<file path="src/rtl/coproc_pkg.sv">
// Shared constants for the multiply/divide/shift coprocessor: opcodes,
// shift formats, FSM state encoding and the ID word.
package coproc_pkg;

  localparam logic [3:0] OP_STATUS = 4'h0;
  localparam logic [3:0] OP_ID     = 4'h1;
  localparam logic [3:0] OP_PHI    = 4'h2;
  localparam logic [3:0] OP_PLO    = 4'h3;
  localparam logic [3:0] OP_QUO    = 4'h4;
  localparam logic [3:0] OP_REM    = 4'h5;
  localparam logic [3:0] OP_SHI    = 4'h6;
  localparam logic [3:0] OP_SLO    = 4'h7;
  localparam logic [3:0] OP_MUL    = 4'h8;
  localparam logic [3:0] OP_DIV    = 4'h9;
  localparam logic [3:0] OP_SHF    = 4'hA;

  localparam logic [1:0] FMT_LSL = 2'b00;
  localparam logic [1:0] FMT_LSR = 2'b01;
  localparam logic [1:0] FMT_ASR = 2'b10;
  localparam logic [1:0] FMT_ROL = 2'b11;

  localparam logic [7:0] ID_CONST = 8'h08;

  typedef enum logic [2:0] {
    ST_IDLE = 3'd0,
    ST_MUL  = 3'd1,
    ST_DIV  = 3'd2,
    ST_SHF  = 3'd3,
    ST_FIX  = 3'd4
  } state_e;

  function automatic logic is_start_op(input logic [3:0] op);
    return (op == OP_MUL) || (op == OP_DIV) || (op == OP_SHF);
  endfunction

endpackage

</file>
<file path="src/rtl/mds_core.sv">
// Sequencer and shared datapath: bit-serial multiply, restoring divide and
// one-bit-per-cycle double-cell shifter, plus the result registers.
module mds_core
  import coproc_pkg::*;
#(
  parameter int WIDTH = 16,
  parameter int CNTW  = 6
) (
  input  logic               clk,
  input  logic               arstn,
  input  logic               start,
  input  logic [3:0]         op,
  input  logic               sgn,
  input  logic [1:0]         fmt,
  input  logic [WIDTH-1:0]   a,
  input  logic [WIDTH-1:0]   b,
  input  logic [WIDTH-1:0]   c,
  output state_e             state_o,
  output logic [2*WIDTH-1:0] prod_o,
  output logic [WIDTH-1:0]   quo_o,
  output logic [WIDTH-1:0]   rem_o,
  output logic [2*WIDTH-1:0] shf_o,
  output logic               ovf_o
);

  localparam int W2 = 2 * WIDTH;
  localparam logic [CNTW:0]    CNT_ONE = (CNTW+1)'(1);
  localparam logic [CNTW:0]    CNT_W   = (CNTW+1)'(WIDTH);
  localparam logic [CNTW:0]    CNT_2W  = (CNTW+1)'(W2);
  localparam logic [WIDTH-1:0] SMIN    = {1'b1, {(WIDTH-1){1'b0}}};

  state_e             state_q, state_d;
  logic [CNTW:0]      cnt_q, cnt_d;
  logic [3:0]         op_q, op_d;
  logic [1:0]         fmt_q, fmt_d;
  logic               sgn_q, sgn_d, neg_q, neg_d, rneg_q, rneg_d, dz_q, dz_d;
  logic [WIDTH-1:0]   opd_q, opd_d, hi_q, hi_d, lo_q, lo_d, braw_q, braw_d;
  logic [W2-1:0]      prod_q, prod_d, shf_q, shf_d;
  logic [WIDTH-1:0]   quo_q, quo_d, rem_q, rem_d;
  logic               ovf_q, ovf_d;

  // Capture-time operand conditioning
  logic [WIDTH-1:0] a_mag, b_mag, c_mag;
  logic [W2-1:0]    dvd_mag;
  logic [CNTW:0]    cnt_raw, shf_cnt;

  always_comb begin
    a_mag   = (sgn && a[WIDTH-1]) ? -a : a;
    b_mag   = (sgn && b[WIDTH-1]) ? -b : b;
    c_mag   = (sgn && c[WIDTH-1]) ? -c : c;
    dvd_mag = (sgn && a[WIDTH-1]) ? -{a, b} : {a, b};
    cnt_raw = {1'b0, c[CNTW-1:0]};
    if (fmt == FMT_ROL) shf_cnt = cnt_raw % CNT_2W;
    else                shf_cnt = (cnt_raw >= CNT_2W) ? CNT_2W : cnt_raw;
  end

  // One adder serves both MUL (hi + multiplicand) and DIV (partial rem - divisor)
  logic [WIDTH:0]   add_x, add_y;
  logic             add_cin;
  logic [WIDTH+1:0] sum;

  always_comb begin
    add_x   = {1'b0, hi_q};
    add_y   = {1'b0, opd_q};
    add_cin = 1'b0;
    if (state_q == ST_DIV) begin
      add_x   = {hi_q, lo_q[WIDTH-1]};
      add_y   = ~{1'b0, opd_q};
      add_cin = 1'b1;
    end
    sum = {1'b0, add_x} + {1'b0, add_y} + {{(WIDTH+1){1'b0}}, add_cin};
  end

  logic [WIDTH:0]   mul_s;
  logic [W2-1:0]    acc, acc_sh;
  logic [WIDTH-1:0] q_fix, r_fix;
  logic             q_ovf;

  always_comb begin
    mul_s = lo_q[0] ? sum[WIDTH:0] : {1'b0, hi_q};
    acc   = {hi_q, lo_q};
    case (fmt_q)
      FMT_LSL: acc_sh = {acc[W2-2:0], 1'b0};
      FMT_LSR: acc_sh = {1'b0, acc[W2-1:1]};
      FMT_ASR: acc_sh = {acc[W2-1], acc[W2-1:1]};
      default: acc_sh = {acc[W2-2:0], acc[W2-1]};
    endcase
    q_fix = neg_q  ? -lo_q : lo_q;
    r_fix = rneg_q ? -hi_q : hi_q;
    // Negative quotients may reach -2^(W-1); positive ones stop one short
    q_ovf = sgn_q && (neg_q ? (lo_q > SMIN) : lo_q[WIDTH-1]);
  end

  always_comb begin
    state_d = state_q;
    cnt_d   = cnt_q;
    op_d    = op_q;
    fmt_d   = fmt_q;
    sgn_d   = sgn_q;
    neg_d   = neg_q;
    rneg_d  = rneg_q;
    dz_d    = dz_q;
    opd_d   = opd_q;
    hi_d    = hi_q;
    lo_d    = lo_q;
    braw_d  = braw_q;
    prod_d  = prod_q;
    quo_d   = quo_q;
    rem_d   = rem_q;
    shf_d   = shf_q;
    ovf_d   = ovf_q;
    case (state_q)
      ST_IDLE: begin
        if (start) begin
          op_d  = op;
          fmt_d = fmt;
          sgn_d = sgn;
          if (op == OP_MUL) begin
            state_d = ST_MUL;
            opd_d   = a_mag;
            hi_d    = '0;
            lo_d    = b_mag;
            neg_d   = sgn && (a[WIDTH-1] ^ b[WIDTH-1]);
            cnt_d   = CNT_W;
            ovf_d   = 1'b0;
          end else if (op == OP_DIV) begin
            state_d       = ST_DIV;
            opd_d         = c_mag;
            {hi_d, lo_d}  = dvd_mag;
            neg_d         = sgn && (a[WIDTH-1] ^ c[WIDTH-1]);
            rneg_d        = sgn && a[WIDTH-1];
            // Covers c == 0 as well: quotient would not fit in one cell
            dz_d          = (dvd_mag[W2-1:WIDTH] >= c_mag);
            braw_d        = b;
            cnt_d         = CNT_W;
            ovf_d         = 1'b0;
          end else begin
            state_d      = ST_SHF;
            {hi_d, lo_d} = {a, b};
            cnt_d        = shf_cnt;
          end
        end
      end
      ST_MUL: begin
        hi_d  = mul_s[WIDTH:1];
        lo_d  = {mul_s[0], lo_q[WIDTH-1:1]};
        cnt_d = cnt_q - CNT_ONE;
        if (cnt_q <= CNT_ONE) state_d = ST_FIX;
      end
      ST_DIV: begin
        if (dz_q) begin
          state_d = ST_FIX;
        end else begin
          hi_d  = sum[WIDTH+1] ? sum[WIDTH-1:0] : {hi_q[WIDTH-2:0], lo_q[WIDTH-1]};
          lo_d  = {lo_q[WIDTH-2:0], sum[WIDTH+1]};
          cnt_d = cnt_q - CNT_ONE;
          if (cnt_q <= CNT_ONE) state_d = ST_FIX;
        end
      end
      ST_SHF: begin
        if (cnt_q != '0) begin
          {hi_d, lo_d} = acc_sh;
          cnt_d        = cnt_q - CNT_ONE;
        end
        if (cnt_q <= CNT_ONE) state_d = ST_FIX;
      end
      ST_FIX: begin
        state_d = ST_IDLE;
        if (op_q == OP_MUL) begin
          prod_d = neg_q ? -acc : acc;
        end else if (op_q == OP_DIV) begin
          if (dz_q) begin
            quo_d = '1;
            rem_d = braw_q;
            ovf_d = 1'b1;
          end else begin
            quo_d = q_fix;
            rem_d = r_fix;
            ovf_d = q_ovf;
          end
        end else begin
          shf_d = acc;
        end
      end
      default: state_d = ST_IDLE;
    endcase
  end

  always_ff @(posedge clk or negedge arstn) begin
    if (!arstn) begin
      state_q <= ST_IDLE;
      cnt_q   <= '0;
      op_q    <= '0;
      fmt_q   <= '0;
      sgn_q   <= 1'b0;
      neg_q   <= 1'b0;
      rneg_q  <= 1'b0;
      dz_q    <= 1'b0;
      opd_q   <= '0;
      hi_q    <= '0;
      lo_q    <= '0;
      braw_q  <= '0;
      prod_q  <= '0;
      quo_q   <= '0;
      rem_q   <= '0;
      shf_q   <= '0;
      ovf_q   <= 1'b0;
    end else begin
      state_q <= state_d;
      cnt_q   <= cnt_d;
      op_q    <= op_d;
      fmt_q   <= fmt_d;
      sgn_q   <= sgn_d;
      neg_q   <= neg_d;
      rneg_q  <= rneg_d;
      dz_q    <= dz_d;
      opd_q   <= opd_d;
      hi_q    <= hi_d;
      lo_q    <= lo_d;
      braw_q  <= braw_d;
      prod_q  <= prod_d;
      quo_q   <= quo_d;
      rem_q   <= rem_d;
      shf_q   <= shf_d;
      ovf_q   <= ovf_d;
    end
  end

  assign state_o = state_q;
  assign prod_o  = prod_q;
  assign quo_o   = quo_q;
  assign rem_o   = rem_q;
  assign shf_o   = shf_q;
  assign ovf_o   = ovf_q;

endmodule

</file>
<file path="src/rtl/coproc_mds.sv">
// Coprocessor top: decodes go/sel into starts and reads, keeps the
// collision flag and the registered read port y.
module coproc_mds
  import coproc_pkg::*;
#(
  parameter int WIDTH = 16,
  parameter int CNTW  = 6
) (
  input  logic             clk,
  input  logic             arstn,
  input  logic [10:0]      sel,
  input  logic             go,
  output logic [WIDTH-1:0] y,
  output logic             busy,
  input  logic [WIDTH-1:0] a,
  input  logic [WIDTH-1:0] b,
  input  logic [WIDTH-1:0] c
);

  logic [3:0] op;
  logic       sgn;
  logic [1:0] fmt;
  logic       unused_sel;

  assign op         = sel[3:0];
  assign sgn        = sel[4];
  assign fmt        = sel[7:6];
  assign unused_sel = ^{sel[10:8], sel[5]};

  state_e             core_state;
  logic [2*WIDTH-1:0] prod, shf;
  logic [WIDTH-1:0]   quo, rem;
  logic               ovf;
  logic               is_start, start;

  assign busy     = (core_state != ST_IDLE);
  assign is_start = go && is_start_op(op);
  assign start    = is_start && !busy;

  mds_core #(.WIDTH(WIDTH), .CNTW(CNTW)) u_core (
    .clk     (clk),
    .arstn   (arstn),
    .start   (start),
    .op      (op),
    .sgn     (sgn),
    .fmt     (fmt),
    .a       (a),
    .b       (b),
    .c       (c),
    .state_o (core_state),
    .prod_o  (prod),
    .quo_o   (quo),
    .rem_o   (rem),
    .shf_o   (shf),
    .ovf_o   (ovf)
  );

  logic             collision_q, collision_d;
  logic [WIDTH-1:0] y_q, y_d, rd_word;

  always_comb begin
    rd_word = '0;
    case (op)
      OP_STATUS: rd_word = WIDTH'({collision_q, ovf, busy});
      OP_ID:     rd_word = WIDTH'(ID_CONST);
      OP_PHI:    rd_word = prod[2*WIDTH-1:WIDTH];
      OP_PLO:    rd_word = prod[WIDTH-1:0];
      OP_QUO:    rd_word = quo;
      OP_REM:    rd_word = rem;
      OP_SHI:    rd_word = shf[2*WIDTH-1:WIDTH];
      OP_SLO:    rd_word = shf[WIDTH-1:0];
      default:   rd_word = '0;
    endcase
  end

  // A status read and a rejected start cannot share one go, so order is moot
  always_comb begin
    collision_d = collision_q;
    y_d         = y_q;
    if (go && (op == OP_STATUS)) collision_d = 1'b0;
    if (is_start && busy)        collision_d = 1'b1;
    if (go && !is_start_op(op))  y_d = rd_word;
  end

  always_ff @(posedge clk or negedge arstn) begin
    if (!arstn) begin
      collision_q <= 1'b0;
      y_q         <= '0;
    end else begin
      collision_q <= collision_d;
      y_q         <= y_d;
    end
  end

  assign y = y_q;

endmodule

</file>
<file path="config.mk">
export PLATFORM = sky130hd
export DESIGN_NAME = coproc_mds
export DESIGN_NICKNAME = d
export VERILOG_FILES = /design/src/rtl/coproc_pkg.sv /design/src/rtl/mds_core.sv /design/src/rtl/coproc_mds.sv
export SDC_FILE = /design/constraint.sdc
export NUM_CORES = 1
export LEC_CHECK = 0
export CAP_MARGIN = 20
export CORE_ASPECT_RATIO = 2
export CORE_UTILIZATION = 45
export CTS_BUF_LIST = sky130_fd_sc_hd__clkbuf_2 sky130_fd_sc_hd__clkbuf_4 sky130_fd_sc_hd__clkbuf_8
export CTS_CLUSTER_SIZE = 24
export DETAILED_ROUTE_END_ITERATION = 8
export GPL_ROUTABILITY_DRIVEN = 0
export SETUP_SLACK_MARGIN = 0.3
export SLEW_MARGIN = 20
export SYNTH_ARGS = -nofsm -noshare
export SYNTH_HDL_FRONTEND = slang
export SYNTH_HIERARCHICAL = 1
export SYNTH_SLANG_ARGS = --single-unit
</file>
<file path="constraint.sdc">
create_clock -name clk -period 4.4 [get_ports clk]
set_input_delay 1.32 -clock clk [delete_from_list [all_inputs] [get_ports clk]]
set_output_delay 1.32 -clock clk [all_outputs]
set_load 0.03 [all_outputs]
</file>
==> results of run 1 <==
[worst max-delay path: stages]
cell,delay [ns]
clkdlybuf4s50_1,0.48
nor4_4,0.33
buf_4,0.19
nand3_1,0.10
buf_4,0.19
buf_4,0.14
o21ai_0,0.28
xnor2_1,0.20
ha_1,0.31
o21a_1,0.16
o2111ai_4,0.12
or3b_4,0.42
a311oi_2,0.26
[stage by stage]
| step | util | setup TNS [ns] |
|---|---|---|
| 2_1_floorplan | - | 0 |
| 3_3_place_gp | 0.521 | -0.360 |
| 3_5_place_dp | 0.521 | -0.395 |
| 4_1_cts | 0.535 | 0 |
| 5_1_grt | 0.536 | 0 |
| 6_report | 0.536 | 0 |
[per-layer routing]
metal / vias to the layer above / routed length [um] / GRT usage
met4: 0 / 5120 / 0.302
met1: 6272 / 16900 / 0.329
met2: 597 / 26700 / 0.611
met5: - / 0 / 0
li1: 5959 / - / -
met3: 220 / 2240 / 0.0406
[cells by family (layout without fill, tap and decap cells)]
| logic type | after synthesis | count (layout) | share of synthesized area |
|---|---|---|---|
| other | 0 | 1 | 0 |
| XOR/XNOR | 129 | 129 | 0.0824 |
| multiplexers | 79 | 79 | 0.0678 |
| adder cells (fa/ha/maj) | 39 | 39 | 0.0362 |
| AO/OA/AOI/OAI | 445 | 445 | 0.222 |
| AND/OR/NAND/NOR | 540 | 540 | 0.186 |
| flip-flops | 198 | 198 | 0.362 |
| buffers and inverters | 145 | 298 | 0.0446 |
[registers in the layout (all words and copies together), names as in the netlist, 2 cells and up]
signal          cells
u_core/state_o      3
u_core/lo_q        16
u_core/braw_q      16
u_core/opd_q       16
y                  16
u_core/prod_o      32
u_core/quo_o       16
u_core/hi_q        16
u_core/shf_o       32
u_core/cnt_q        7
u_core/op_q         4
u_core/fmt_q        2
u_core/rem_o       16
[power groups by stage]
stage	logic, mW	registers [mW]	clock network [mW]
finish	6.49	3.10	1.17
global route	7.03	3.18	1.26
CTS	6.34	3.09	1.20
detailed placement	6.30	3.13	0
global placement	6.21	3.11	0
floorplan	4.50	2.82	0
[final timing paths]
path	startpoint	end	slack, ns	cells after the start
max	b[11]	u_core/dz_q	0.33	13
min	u_core/op_q[2]	u_core/op_q[2]	0.49	2
max reg2reg	u_core/state_o[1]	u_core/lo_q[0]	0.46	11
min reg2reg	u_core/op_q[2]	u_core/op_q[2]	0.49	2
max in group asynchronous	arstn	u_core/hi_q[6]	2.68	2
min in group asynchronous	arstn	u_core/rem_o[7]	0.77	1
[area by class of cell]
type / instances / area (sq um) / area share
diodes: 1 / 2.50 / 0.000155
clock buffers: 21 / 270 / 0.0168
clock inverters: 10 / 97.6 / 0.00605
inverters: 23 / 86.3 / 0.00535
multi-input cells: 1232 / 8230 / 0.510
flip-flops and latches: 198 / 4950 / 0.307
well taps: 368 / 460 / 0.0286
repair buffers: 244 / 2030 / 0.126
[repair_timing]
item,CTS,global route
gates resized for setup,24,3
pin swaps,13,5
buffers inserted,4,1
hold buffers,0,0
endpoints found under the setup margin,1,4
[cell usage after synthesis, drive strengths merged (21+ instances only)]
cell type / count
clkbuf: 96
xnor2: 48
mux2i: 25
buf: 26
nand3: 22
ha: 38
a22oi: 21
a21oi: 109
o31ai: 24
nand2: 212
dfrtp: 198
mux2: 50
inv: 23
nor3: 39
o21ai: 122
xor2: 81
nor2: 145
nand2b: 21
==> flow_results.xml, run 1 <==
<?xml version="1.0" encoding="UTF-8"?>
<metrics>
  <group name="synth">
    <metric name="synth_async_sr_flop_share" unit="">1.00</metric>
    <metric name="ys_top_cells_by_area" unit="">dfrtp_1 (36%), nand2_1 (5.8%), xor2_1 (5.2%)</metric>
    <metric name="avgSynthCellArea" unit="sq um">8.70</metric>
    <metric name="yosys_warnings" unit="">6</metric>
    <metric name="synth.yosys.seq_area_share" unit="">0.362</metric>
    <metric name="synth_fp_nets" unit="">1676</metric>
    <metric name="synth.cell_area" unit="sq um">13700</metric>
    <metric name="synth_seq_cells" unit="">198</metric>
    <metric name="synth_enable_flop_cells" unit="">0</metric>
    <metric name="synth_ff_type" unit="">dfrtp_1</metric>
    <metric name="synth_cells" unit="">1575</metric>
    <metric name="synth.lib_cells_used.distinct" unit="">91</metric>
    <metric name="post-synth-top-area-cell" unit="">dfrtp_1</metric>
    <metric name="netlist.area_leader.share" unit="">0.362</metric>
  </group>
  <group name="pwr">
    <metric name="power.share.switching" unit="">0.489</metric>
    <metric name="combinational_fraction_of_design_power" unit="">0.603</metric>
    <metric name="power_per_cell_area" unit="nW/um^2">667</metric>
    <metric name="vdd_ir_drop_max" unit="uV">320</metric>
    <metric name="sequentialPowerShare" unit="">0.288</metric>
    <metric name="power" unit="mW">10.8</metric>
    <metric name="p_leak" unit="nW">7.03</metric>
    <metric name="power.clock.fraction" unit="">0.108</metric>
    <metric name="internal_power" unit="mW">5.50</metric>
    <metric name="switchingPower" unit="mW">5.26</metric>
  </group>
  <group name="run_status">
    <metric name="run_status" unit="">finished, violations left</metric>
    <metric name="violations" unit="">DRC</metric>
  </group>
  <group name="worst_setup_path">
    <metric name="critPathCaptureType" unit="">flip-flop</metric>
    <metric name="crit_type" unit="">input port to flip-flop</metric>
    <metric name="required" unit="ns">4.83</metric>
    <metric name="worst_ep_arrival_time" unit="ns">4.50</metric>
    <metric name="timing.critical_path.from_type" unit="">input port</metric>
    <metric name="highest_net_fanout_along_the_worst_path" unit="">5</metric>
  </group>
  <group name="clocking">
    <metric name="clock_tree.buffer_depth" unit="">2</metric>
    <metric name="numCtsBuffers" unit="">17</metric>
    <metric name="clk_pin_slew" unit="ns">0.10</metric>
    <metric name="clock_insertion_delay_worst_skew" unit="ns">0.51</metric>
    <metric name="clkSinkCount" unit="">198</metric>
    <metric name="cts_tree" unit="">done</metric>
    <metric name="cts_htree_levels" unit="">4</metric>
    <metric name="cts.root.buffer_cell" unit="">clkbuf_8</metric>
  </group>
  <group name="final_layout">
    <metric name="most-common-layout-cells" unit="">nand2_1 (212), dfrtp_1 (198), buf_4 (167)</metric>
    <metric name="nNetsFinal" unit="">1817</metric>
    <metric name="post_route_cells_drive_above_1_share" unit="">0.177</metric>
    <metric name="layout_area_overhead" unit="%">17.7</metric>
    <metric name="final_cell_area" unit="sq um">16100</metric>
    <metric name="finish.cell_count_without_fillers" unit="">2097</metric>
    <metric name="layout_commonest_cell" unit="">nand2_1</metric>
    <metric name="num-fill-cells" unit="">2835</metric>
  </group>
  <group name="die">
    <metric name="fp.dieArea" unit="sq um">31200</metric>
    <metric name="initial_utilization" unit="">0.456</metric>
    <metric name="die_h" unit="um">249</metric>
    <metric name="io_pins" unit="">79</metric>
    <metric name="placement_rows" unit="">90</metric>
    <metric name="floorplan.die.width" unit="um">125</metric>
    <metric name="core" unit="sq um">30100</metric>
  </group>
  <group name="global_route">
    <metric name="remaining_global_route_overflow" unit="">0</metric>
    <metric name="grt_start_max_net_pins" unit="">80</metric>
    <metric name="first_global_vias" unit="">13200</metric>
    <metric name="grt_pass1_wl" unit="um">77300</metric>
    <metric name="global_router_s_overall_resource_usage" unit="">0.335</metric>
    <metric name="antenna_found_initial" unit="">0</metric>
  </group>
  <group name="detailed_routing">
    <metric name="vias" unit="">13000</metric>
    <metric name="routed_via_density" unit="">6.22</metric>
    <metric name="postRouteAntennaNets" unit="">0</metric>
    <metric name="detail_route.wirelength" unit="um">51000</metric>
    <metric name="post_drt_wl_per_cell" unit="um">24.3</metric>
    <metric name="drt_iter0_drc" unit="">1185</metric>
    <metric name="first_pass_iters" unit="">9</metric>
    <metric name="drt_drc_violations_left" unit="">6</metric>
  </group>
  <group name="placement">
    <metric name="placedInstanceArea" unit="sq um">15700</metric>
    <metric name="numPortBuffers" unit="">74</metric>
    <metric name="dpl.cell_count" unit="">2059</metric>
    <metric name="dpl_worst_slack" unit="ns">-0.395</metric>
    <metric name="detailedPlacementHpwl" unit="um">39300</metric>
  </group>
  <group name="sta">
    <metric name="min_period" unit="ns">4.07</metric>
    <metric name="hold_ws" unit="ns">0.489</metric>
    <metric name="fin_ws" unit="ns">0.333</metric>
    <metric name="setup_viol" unit="">0</metric>
    <metric name="finalHoldViolCount" unit="">0</metric>
    <metric name="final_max_slew_viol_count" unit="">0</metric>
    <metric name="final_min_period_over_clock_period" unit="">0.924</metric>
    <metric name="maxSlewHeadroom" unit="">0.468</metric>
    <metric name="grt_setup_unrepaired" unit="">true</metric>
    <metric name="clock.fmax" unit="GHz">0.246</metric>
    <metric name="clock_skew" unit="ns">0.0160</metric>
    <metric name="worst_slew_pin_slew" unit="ns">0.792</metric>
  </group>
  <group name="flow_run">
    <metric name="timing.max_cap.violations" unit="">0</metric>
  </group>
  <group name="min_path">
    <metric name="hp-class" unit="">flip-flop to flip-flop</metric>
  </group>
</metrics>
Note: power is estimated with default switching activity, not from simulation.
==> inputs of run 2 (changes only) <==
--- a/config.mk
+++ b/config.mk
@@ -5,8 +5,10 @@
 export SDC_FILE = /design/constraint.sdc
 export NUM_CORES = 1
 export LEC_CHECK = 0
+export ABC_CLOCK_PERIOD_IN_PS = 4400
 export CAP_MARGIN = 20
 export CORE_ASPECT_RATIO = 2
+export CORE_MARGIN = 2
 export CORE_UTILIZATION = 45
 export CTS_BUF_LIST = sky130_fd_sc_hd__clkbuf_2 sky130_fd_sc_hd__clkbuf_4 sky130_fd_sc_hd__clkbuf_8
 export CTS_CLUSTER_SIZE = 24
==> run 2 against run 1 <==
Effect of this change:
- the run now ends clean
- global-route usage is 1.2 points lower
- die area is 2.4% higher
- largest cell class unchanged
- worst setup slack better by 0.063 ns
- cell count hardly changed
- core utilization is 0.21 points higher
- non-clock buffer count is 3 lower
- critical endpoint unchanged
- highest routed layer unchanged
==> flow_results.xml, run 2 (same netlist as run 1, synthesis figures left out) <==
<?xml version="1.0" encoding="UTF-8"?>
<metrics>
  <group name="global_route">
    <metric name="grt_start_max_net_pins" unit="">74</metric>
    <metric name="first_global_vias" unit="">13200</metric>
    <metric name="remaining_global_route_overflow" unit="">0</metric>
    <metric name="antenna_found_initial" unit="">1</metric>
    <metric name="global_router_s_overall_resource_usage" unit="">0.324</metric>
    <metric name="grt_pass1_wl" unit="um">77400</metric>
  </group>
  <group name="clocking">
    <metric name="clock_tree.buffer_depth" unit="">2</metric>
    <metric name="cts_hold_repair.buffers" unit="">0</metric>
    <metric name="clock_insertion_delay_worst_skew" unit="ns">0.52</metric>
    <metric name="cts.root.buffer_cell" unit="">clkbuf_8</metric>
    <metric name="clkSinkCount" unit="">198</metric>
    <metric name="numCtsBuffers" unit="">17</metric>
    <metric name="clk_pin_slew" unit="ns">0.11</metric>
    <metric name="cts_htree_levels" unit="">4</metric>
    <metric name="cts_tree" unit="">done</metric>
  </group>
  <group name="final_layout">
    <metric name="multi_input_gate_area_in_the_final_layout" unit="sq um">8240</metric>
    <metric name="layout_area_overhead" unit="%">18.1</metric>
    <metric name="layout_commonest_cell" unit="">nand2_1</metric>
    <metric name="most-common-layout-cells" unit="">nand2_1 (212), dfrtp_1 (198), buf_4 (164)</metric>
    <metric name="layout.area.seq" unit="sq um">4950</metric>
    <metric name="utilization" unit="">0.538</metric>
    <metric name="post_route_cells_drive_above_1_share" unit="">0.178</metric>
    <metric name="nNetsFinal" unit="">1814</metric>
    <metric name="num-fill-cells" unit="">2834</metric>
  </group>
  <group name="run_status">
    <metric name="run_status" unit="">complete, no violations</metric>
  </group>
  <group name="min_path">
    <metric name="hp-class" unit="">flip-flop to flip-flop</metric>
  </group>
  <group name="detailed_routing">
    <metric name="drt_drc_violations_left" unit="">0</metric>
    <metric name="postRouteAntennaNets" unit="">0</metric>
    <metric name="drt_iter0_drc" unit="">1136</metric>
    <metric name="first_pass_iters" unit="">6</metric>
    <metric name="post_drt_wl_per_cell" unit="um">24.4</metric>
    <metric name="detail_route.wirelength" unit="um">51000</metric>
    <metric name="routed_via_density" unit="">6.23</metric>
    <metric name="vias" unit="">13000</metric>
  </group>
  <group name="worst_setup_path">
    <metric name="worst_path_largest_cell_delay" unit="ns">0.50</metric>
    <metric name="crit_type" unit="">input port to flip-flop</metric>
    <metric name="worst_ep_arrival_time" unit="ns">4.43</metric>
    <metric name="required" unit="ns">4.83</metric>
    <metric name="timing.critical_path.cells" unit="">clkdlybuf4s15_2, or4_4, or4_4, or3_4, buf_4, o21ai_4, xor2_2, ha_1, and3_1, o2111ai_2, or3b_4, a311oi_2</metric>
    <metric name="timing.critical_path.from_type" unit="">input port</metric>
    <metric name="critPathMostFrequentCell" unit="">or4_4</metric>
    <metric name="critPathCaptureType" unit="">flip-flop</metric>
    <metric name="critical-path-slowest-cell" unit="">or4_4</metric>
    <metric name="highest_net_fanout_along_the_worst_path" unit="">2</metric>
  </group>
  <group name="sta">
    <metric name="finalHoldViolCount" unit="">0</metric>
    <metric name="setup_viol" unit="">0</metric>
    <metric name="worst_slew_pin_slew" unit="ns">0.879</metric>
    <metric name="clock.fmax" unit="GHz">0.250</metric>
    <metric name="clock_skew" unit="ns">0.0170</metric>
    <metric name="maxSlewHeadroom" unit="">0.409</metric>
    <metric name="final_min_period_over_clock_period" unit="">0.910</metric>
    <metric name="final_max_slew_viol_count" unit="">0</metric>
    <metric name="fin_ws" unit="ns">0.396</metric>
    <metric name="grt_setup_unrepaired" unit="">true</metric>
    <metric name="min_period" unit="ns">4.00</metric>
  </group>
  <group name="placement">
    <metric name="dpl_worst_slack" unit="ns">-0.386</metric>
    <metric name="detailedPlacementHpwl" unit="um">39500</metric>
    <metric name="numPortBuffers" unit="">74</metric>
  </group>
  <group name="die">
    <metric name="fp.dieArea" unit="sq um">32000</metric>
    <metric name="die_h" unit="um">251</metric>
    <metric name="core" unit="sq um">30100</metric>
    <metric name="placement_rows" unit="">90</metric>
    <metric name="initial_utilization" unit="">0.456</metric>
    <metric name="io_pins" unit="">79</metric>
    <metric name="floorplan.die.width" unit="um">127</metric>
  </group>
  <group name="pwr">
    <metric name="p_leak" unit="nW">7.06</metric>
    <metric name="vdd_ir_drop_max" unit="uV">352</metric>
    <metric name="power_per_cell_area" unit="nW/um^2">674</metric>
  </group>
  <group name="flow_run">
    <metric name="timing.max_cap.violations" unit="">0</metric>
  </group>
</metrics>
==> run 2: where the power goes <==
| part | switching [mW] | internal [mW] | total (mW) |
|---|---|---|---|
| Sequential | 0.667 | 2.45 | 3.12 |
| Clock | 0.733 | 0.563 | 1.30 |
| Combinational | 3.90 | 2.60 | 6.50 |
| Total | 5.30 | 5.62 | 10.9 |
==> run 2: layout make-up <==
cell class / instances / area share
Multi-Input combinational cell: 1232 / 0.509
Sequential cell: 198 / 0.306
Timing Repair Buffer: 241 / 0.125
Tap cell: 368 / 0.0284
Clock buffer: 20 / 0.0166
Clock inverter: 12 / 0.00958
Inverter: 23 / 0.00533
Antenna cell: 1 / 0.000155
==> run 2: final timing paths <==
| kind | end | start | slack, ns | depth (start not counted) |
|---|---|---|---|---|
| setup / recovery | u_core/dz_q | c[6] | 0.40 | 12 |
| hold / removal | u_core/shf_o[0] | u_core/shf_o[0] | 0.48 | 2 |
| setup reg to reg | u_core/hi_q[2] | u_core/state_o[1] | 0.41 | 11 |
| hold reg to reg | u_core/shf_o[0] | u_core/shf_o[0] | 0.48 | 2 |
| max in group asynchronous | u_core/neg_q | arstn | 2.74 | 2 |
| min in group asynchronous | u_core/rem_o[13] | arstn | 0.82 | 1 |
==> run 2: metal layers <==
metal | track usage | share of wire
met1 | 0.318 | 0.33
met2 | 0.590 | 0.53
met3 | 0.0458 | 0.043
met4 | 0.264 | 0.096
met5 | 0 | 0
==> run 2: repair_timing <==
action | CTS | global route
resized for setup | 21 | 12
buffers inserted | 2 | 0
endpoints found under the setup margin | 2 | 16
pin swaps | 10 | 6
==> run 2: stage by stage <==
stage | total power, mW | hold WS [ns] | instance area [sq um] | setup TNS (ns) | cells
final | 10.9 | 0.481 | 16200 | 0 | 2095
after global routing | 11.6 | 0.510 | 16200 | 0 | 2095
after CTS | 10.8 | 0.488 | 16100 | 0 | 2094
after detailed placement | 9.45 | 0.463 | 15700 | -0.386 | 2060
after global placement | 9.34 | 0.461 | 15700 | -0.374 | 2060
after floorplan | 7.32 | 0.442 | 13700 | 0 | 1575
==> run 2: worst max-delay path, delay by kind of cell <==
| family | cells | cell delay [ns] |
|---|---|---|
| compound gates | 3 | 0.53 |
| xor+xnor | 1 | 0.09 |
| fa+ha+maj | 1 | 0.30 |
| buf+inv | 2 | 0.35 |
| simple gates | 5 | 1.84 |
